### src/rtl/mux_rr_arbiter.sv
// Round-robin arbiter for a shared 4:1 multiplexer datapath.
// Grants one of four requesters, drives the mux select and registers
// the selected lane data together with a valid flag.
module mux_rr_arbiter #(
    parameter int WIDTH    = 2,
    parameter int MAX_HOLD = 4
) (
    input  logic             clk,
    input  logic             rst,
    input  logic [3:0]       req,
    input  logic [WIDTH-1:0] a,
    input  logic [WIDTH-1:0] b,
    input  logic [WIDTH-1:0] c,
    input  logic [WIDTH-1:0] d,
    output logic [3:0]       gnt,
    output logic [1:0]       sel,
    output logic [WIDTH-1:0] x,
    output logic             x_valid,
    output logic             busy
);

    typedef enum logic {IDLE = 1'b0, GRANT = 1'b1} state_t;

    localparam logic [3:0] MAX_HOLD_C = 4'(MAX_HOLD);

    state_t           state_q, state_d;
    logic [1:0]       ptr_q, ptr_d;
    logic [3:0]       cnt_q, cnt_d;
    logic [3:0]       gnt_q, gnt_d;
    logic [1:0]       sel_q, sel_d;
    logic [WIDTH-1:0] x_q, x_d;
    logic             x_valid_q, x_valid_d;
    logic             busy_q, busy_d;

    logic [4*WIDTH-1:0] lanes_flat;
    logic [WIDTH-1:0]   lane [4];

    logic [2:0] srch_idle;
    logic [2:0] srch_grant;
    logic       grant_en;
    logic [1:0] grant_idx;

    // Lane 0 is a, lane 3 is d.
    assign lanes_flat = {d, c, b, a};

    generate
        for (genvar gi = 0; gi < 4; gi++) begin : g_lane
            assign lane[gi] = lanes_flat[gi*WIDTH +: WIDTH];
        end
    endgenerate

    // Returns {found, index} of the first set request scanning from start;
    // with skip_first the start lane itself is excluded.
    function automatic logic [2:0] find_req(input logic [3:0] r,
                                            input logic [1:0] start,
                                            input logic       skip_first);
        logic [2:0] res;
        logic [1:0] idx;
        res = 3'b000;
        for (int k = 3; k >= 0; k--) begin
            idx = start + 2'(k);
            if (r[idx] && !(skip_first && k == 0)) begin
                res = {1'b1, idx};
            end
        end
        return res;
    endfunction

    // Next-state: arbitration decision plus datapath capture.
    always_comb begin
        state_d   = state_q;
        ptr_d     = ptr_q;
        cnt_d     = cnt_q;
        gnt_d     = gnt_q;
        sel_d     = sel_q;
        busy_d    = busy_q;
        x_d       = lane[sel_q];
        x_valid_d = (state_q == GRANT) && req[sel_q];
        grant_en  = 1'b0;
        grant_idx = 2'd0;

        srch_idle  = find_req(req, ptr_q, 1'b0);
        srch_grant = find_req(req, sel_q, 1'b1);

        case (state_q)
            IDLE: begin
                if (srch_idle[2]) begin
                    grant_en  = 1'b1;
                    grant_idx = srch_idle[1:0];
                end
            end
            GRANT: begin
                if (!req[sel_q]) begin
                    // Current owner released: hand off without a bubble if possible.
                    if (srch_grant[2]) begin
                        grant_en  = 1'b1;
                        grant_idx = srch_grant[1:0];
                    end else begin
                        state_d = IDLE;
                        gnt_d   = 4'b0000;
                        busy_d  = 1'b0;
                        cnt_d   = 4'd0;
                    end
                end else if (cnt_q == MAX_HOLD_C && (req & ~gnt_q) != 4'b0000) begin
                    // Hold budget spent and someone else waits: rotate.
                    grant_en  = 1'b1;
                    grant_idx = srch_grant[1:0];
                end else if (cnt_q != MAX_HOLD_C) begin
                    cnt_d = cnt_q + 4'd1;
                end
            end
            default: begin
                state_d = IDLE;
            end
        endcase

        if (grant_en) begin
            state_d = GRANT;
            gnt_d   = 4'b0001 << grant_idx;
            sel_d   = grant_idx;
            cnt_d   = 4'd1;
            ptr_d   = grant_idx + 2'd1;
            busy_d  = 1'b1;
        end
    end

    // State and output registers, cleared asynchronously.
    always_ff @(posedge clk or posedge rst) begin
        if (rst) begin
            state_q   <= IDLE;
            ptr_q     <= 2'd0;
            cnt_q     <= 4'd0;
            gnt_q     <= 4'b0000;
            sel_q     <= 2'd0;
            x_q       <= '0;
            x_valid_q <= 1'b0;
            busy_q    <= 1'b0;
        end else begin
            state_q   <= state_d;
            ptr_q     <= ptr_d;
            cnt_q     <= cnt_d;
            gnt_q     <= gnt_d;
            sel_q     <= sel_d;
            x_q       <= x_d;
            x_valid_q <= x_valid_d;
            busy_q    <= busy_d;
        end
    end

    assign gnt     = gnt_q;
    assign sel     = sel_q;
    assign x       = x_q;
    assign x_valid = x_valid_q;
    assign busy    = busy_q;

endmodule

### config.mk
export PLATFORM = sky130hd
export DESIGN_NAME = mux_rr_arbiter
export DESIGN_NICKNAME = d
export VERILOG_FILES = /design/src/rtl/mux_rr_arbiter.sv
export SDC_FILE = /design/constraint.sdc
export NUM_CORES = 1
export LEC_CHECK = 0
export ABC_AREA = 1
export CORE_MARGIN = 3
export CORE_UTILIZATION = 32
export DETAILED_ROUTE_END_ITERATION = 6
export PLACE_DENSITY = 0.6
export SLEW_MARGIN = 25
export SYNTH_ARGS = -nofsm -noshare
export SYNTH_HDL_FRONTEND = slang
export SYNTH_SLANG_ARGS = --single-unit
### constraint.sdc
create_clock -name clk -period 2.3 [get_ports clk]
set_clock_uncertainty 0.1 [all_clocks]
set_input_delay 0.23 -clock clk [delete_from_list [all_inputs] [get_ports clk]]
set_output_delay 0.23 -clock clk [all_outputs]
set_load 0.01 [all_outputs]
# Yosys cells after proc, flatten, opt, wreduce, memory -nomap -nowiden
# Index checks and enable logic that the tools add are counted.
[op_classes]
addsub = 8
n_lt_le_gt_ge = 9
eq_ne = 7
n_shift = 1
n_mux = 52
bitwise = 4
reduce_logical = 6
[op_table]
columns = ["operator", "n"]
rows = [
  ["4-bit 2-to-1 mux", 9],
  ["2-bit by 3-bit < comparator with 1-bit output, second input constant", 8],
  ["3-bit 2-to-1 mux", 7],
  ["1-bit 2-to-1 mux", 19],
  ["1-bit binary-select mux with 2-bit select", 8],
  ["2-bit 2-to-1 mux", 6],
  ["2-bit adder, second input constant", 4],
  ["2-bit by 1-bit adder with 2-bit output, second input constant", 3],
  ["4-bit by 1-bit adder with 4-bit output, second input constant", 1],
  ["4-bit AND", 1],
  ["2-bit binary-select mux with 2-bit select", 1],
  ["4-bit by 3-bit == test with 1-bit output, second input constant", 1],
  ["4-bit by 3-bit inequality test with 1-bit output, second input constant", 1],
  ["4-bit NOT", 1],
  ["2-bit one-hot mux with 2 select lines", 1],
  ["4-bit AND reduction", 1],
  ["4-bit nonzero test", 1],
  ["1-bit by 2-bit << shifter with 4-bit output, first input constant", 1],
  ["3-bit greater-or-equal comparator, second input constant", 1],
  ["3-bit by 1-bit inequality test with 1-bit output, second input constant", 1],
  ["3-bit by 2-bit inequality test with 1-bit output, second input constant", 1],
  ["3-bit inequality test, second input constant", 1],
  ["2-bit NOT with 3-bit output", 1],
  ["3-bit AND reduction", 1],
  ["other kinds (6)", 7],
]
[word_totals]
regBits = 17
input_bits = 14
output_inout_bits = 10
wordCells = 95

# Longest topological paths before layout
[depth]
word_depth = 11
ltp_mapped = 15
depth_no_buf = 14

# Least setup slack after synthesis
# No wires, ideal clock.
[synth_path]
path_type = "register -> register"
startpoint = "reg sel_q[0] (netlist: sel[0])"
endpoint = "reg ptr_q[1]"
setup_time_ns = 0.076
arrival_time_ns = 1.644
t_required_ns = 2.124
slack_ns = 0.480
stages_incl_launch_ff = 14
n_path_buf = 2
period_less_slack_ns = 1.820
cell_sequence = "dfrtp_1 -> buf_6 -> buf_12 -> nand2_2 -> nand2_4 -> nand2_4 -> nand2_2 -> nor2_1 -> nand2_1 -> nand3_2 -> nand2_2 -> inv_2 -> ha_1 -> o21ai_1"
[synth_via]
elab_chain_len = 10
elab_cells_between_ends = 22
classes_between = "4 x add/sub; 18 x mux"
[synth_lines]
columns = ["item", "line", "text"]
rows = [
  ["start: declaration", "30", "logic [1:0] sel_q, sel_d;"],
  ["start signal: assignment", "143", "sel_q <= sel_d;"],
  ["2-bit adder", "61", "idx = start + 2'(k);"],
  ["1-bit binary-select mux with 2-bit select", "62", "if (r[idx] && !(skip_first && k == 0)) begin"],
  ["1-bit 2-to-1 mux (implied by the code)", "62", ""],
  ["3-bit 2-to-1 mux (3 in a row)", "62", ""],
  ["2-bit 2-to-1 mux (on tied branches)", "95, 104", ""],
  ["2-bit 2-to-1 mux *", "93", "if (!req[sel_q]) begin"],
  ["2-bit one-hot mux with 2 select lines *", "85", "case (state_q)"],
  ["via grant_idx[1]", "41", "logic [1:0] grant_idx;"],
  ["2-bit by 1-bit adder with 2-bit output *", "122", "ptr_d = grant_idx + 2'd1;"],
  ["end signal: assignment", "140", "ptr_q <= ptr_d;"],
  ["end: declaration", "27", "logic [1:0] ptr_q, ptr_d;"],
]
# Mark *: on every way through the listed nets, which the timed path passes. The rest lies on a longest branch. The select of a mux whose other input is x is not followed.
# A chain may end at the register's enable or synchronous reset.

# Worst setup path after layout
[layout_path]
startpoint = "reg cnt_q[0]"
endpoint = "reg ptr_q[1]"
[layout_via]
elab_chain_len = 6
elab_cells_between_ends = 9
classes_between = "1 x add/sub; 1 x eq/ne; 6 x mux; 1 x reduce/logical"
[layout_lines]
columns = ["item", "line", "text"]
rows = [
  ["start: declaration", "28", "logic [3:0] cnt_q, cnt_d;"],
  ["start signal: assignment", "141", "cnt_q <= cnt_d;"],
  ["4-bit by 3-bit == test with 1-bit output", "104", "end else if (cnt_q == MAX_HOLD_C && (req & ~gnt_q) != 4'b0000) begin"],
  ["1-bit logical AND", "104", ""],
  ["2-bit 2-to-1 mux", "104", ""],
  ["2-bit 2-to-1 mux", "93", ""],
  ["2-bit one-hot mux with 2 select lines", "85", ""],
  ["via grant_idx[1]", "41", ""],
  ["2-bit by 1-bit adder with 2-bit output", "122", ""],
]
# The timed path passes the listed nets, and every way through them passes these cells.

==> flow_summary.ini <==
[yosys]
syn_area_um2 = 1380
synthArstFlopShare_pct = 100
synth_top_area_cell = dfrtp_1
synth_xor_area_share_pct = 0
yosysTopAreaCellShare_pct = 30.9
muxShareOfSynthArea_pct = 0
ys_seq_area_share_pct = 30.9
synth-adder-area-share_pct = 3.63
syn_area_per_cell_um2 = 6.79
synth-seq-cells = 17
yosysMostFrequentCell = nand2_1
syn-num-nets = 221
ys.flop_type = dfrtp_1
synth_simple_gate_area_share_pct = 41.2
synth_warnings = 0
synth.distinct_cells = 26
ys_top_cells_by_count = 81 x nand2_1, 17 x dfrtp_1, 17 x inv_1
synth_compound_area_share_pct = 13.4
postSynthCellCount = 203
synth_edf_count = 0
synth_top_family_by_area = simple AND/OR/NAND/NOR gates
synth_area_leaders = dfrtp_1 31%, nand2_1 22%, inv_1 4.6%

[place]
dp.cells = 276
dp_slack_ns = 0.0711
place.gp.congestion = 0.802
io_buffers = 23
dp_hpwl_um = 2430

[pwr]
p_seq_share_pct = 25.3
pwr-share-clk_pct = 9.6
p_int_uw = 1160
vdd.ir_drop.worst_uv = 594
comb_power_share_pct = 65.1
powerDensity_nw_per_um2 = 1350
p_sw_share_pct = 49.6
p_sw_uw = 1140
p_leak_uw = 0.000875

[worst_setup_path]
worstSetupPathType = register to register
cp.required_ns = 2.38
cp_max_fo = 4
path_cells = inv_1, ha_1, nand2_1, nor2_1, o21ai_2, a21oi_1, nand3_2, nand2_2, inv_2, ha_1, o21ai_1
cp_slowest_cell = dfrtp_1
cp-end-kind = register
cp_num_cells = 11
cp-start-kind = register
rr_startpoint = cnt_q[0]
cpPeakStageDelay_ns = 0.41
cp.arrival_ns = 2.11
critPathLaunch = cnt_q[0]
crit_buf_inv = 2
cpMostUsedCell = ha_1
critical-path-top-delay-family = simple AND/OR/NAND/NOR gates
r2r_cells = 11

[clocking]
cts_buffers = 3
insertion_delay_ns = 0.25
clk_pin_slew_ns = 0.07
htree_levels = 1
postCtsSetupBuffers = 0
cts_hold_buf = 0
cts_tree = done
cts_root_buf = clkbuf_8
clk_path_buf_depth = 2
clock-sinks = 17

[route]
wl_per_cell_um = 10.6
drt-initial-drc-count = 78
ant_nets = 0
wl_met3_um = 143
drc = 0
dr.max_layer_used = met4
detail_route.first_pass.iterations = 4
finalWirelength_um = 2980
wl_met2_um = 1330
wl_met1_um = 1490
avgViaCountPerCell = 4.52
num_vias = 1266

[final_layout]
fill_cells = 437
syn2layout_area_growth_pct = 23.4
fin_nets = 249
final_cells = 280
utilization_pct = 41.6
diodes = 0
drive_above_1_share_pct = 21.7

[sta]
rsz0062_at_grt = false
drv_slew = 0
fin_crit_sh_pct = 88.3
slew_headroom_pct = 57.5
worst_slew_pin_slew_ns = 0.637
layout_setup_ws_ns = 0.269
whs_ns = 0.266
hold_viol = 0
max_freq_mhz = 492
final.setup.tns_ns = 0
setup_viol = 0
fin_crit_ns = 2.03

[grt]
first_global_vias = 1215
grt_max_degree = 18
grt.overflow.total = 0
antenna_found_initial = 0
track_usage_pct = 12.9
grt_pass1_wl_um = 5430

[die]
die_h_um = 71.6
initial_core_util_pct = 33.7
dieArea_um2 = 5130
core_um2 = 4090
die_w_um = 71.6
io_pins = 24
num_rows = 23

[run_status]
outcome = complete, no violations

[flow_run]
drv_cap = 0

[worst_hold_path]
hold_class = primary input to async pin
[per-layer routing]
layer,vias to the layer above,track usage [%]
li1,690,-
met1,547,18.1
met2,24,20.4
met3,5,3.51
met4,0,1.88
met5,-,0
[logic make-up (layout without fill, tap and decap cells)]
kind of cell,count (synthesis),count (layout)
flops,17,17
buf+inv,32,59
simple gates,121,121
compound gates,29,29
fa+ha+maj,4,4
[layout by cell type, fill, tap and decap left out, drive strengths merged]
cell type      instances
nand2                 93
inv                   29
clkdlybuf4s50         23
o21ai                 19
dfrtp                 17
nor2                  16
nand3                 10
a21oi                  6
ha                     4
clkbuf                 4
buf                    3
o22ai                  2
nand4                  2
a31oi                  1
o21bai                 1
[per-stage QoR]
step	instance area (um^2)	total power [uW]
6_report	1700	2300
5_1_grt	1700	2570
4_1_cts	1700	2320
3_5_place_dp	1660	2090
3_3_place_gp	1660	2100
2_1_floorplan	1380	1720
[final cells by class]
cell class | instances | area [um^2] | share of cell area (%)
Multi-Input combinational cell | 154 | 803 | 47.2
Inverter | 29 | 111 | 6.54
Sequential cell | 17 | 427 | 25.1
Clock buffer | 4 | 45.0 | 2.65
Timing Repair Buffer | 26 | 253 | 14.9
Tap cell | 50 | 62.6 | 3.68
[final timing paths]
check                      endpoint  slack, ns
setup reg to reg           ptr_q[1]       0.27
max in group asynchronous    sel[0]       1.38
min in group clk               busy       0.38
hold / removal             cnt_q[3]       0.27
hold reg to reg                busy       0.38
setup / recovery           ptr_q[1]       0.27
[state kept, by name (all words and copies together) (netlist names)]
signal	flops
busy	1
x_valid	1
sel	2
x	2
gnt	4
ptr_q	2
state_q	1
cnt_q	4
[power by group through the flow]
stage	Sequential, uW	Clock [uW]	Combinational (uW)
after floorplan	540	0	1180
after global placement	590	0	1510
after detailed placement	584	0	1510
after CTS	579	230	1520
after global routing	608	245	1720
final	580	221	1490
[repair_timing]
item | CTS | global route
endpoints found under the setup margin | 0 | 1
resized for setup | 0 | 1
endpoints found under the hold margin | 0 | 0
Power figures use the tool's default switching activity.
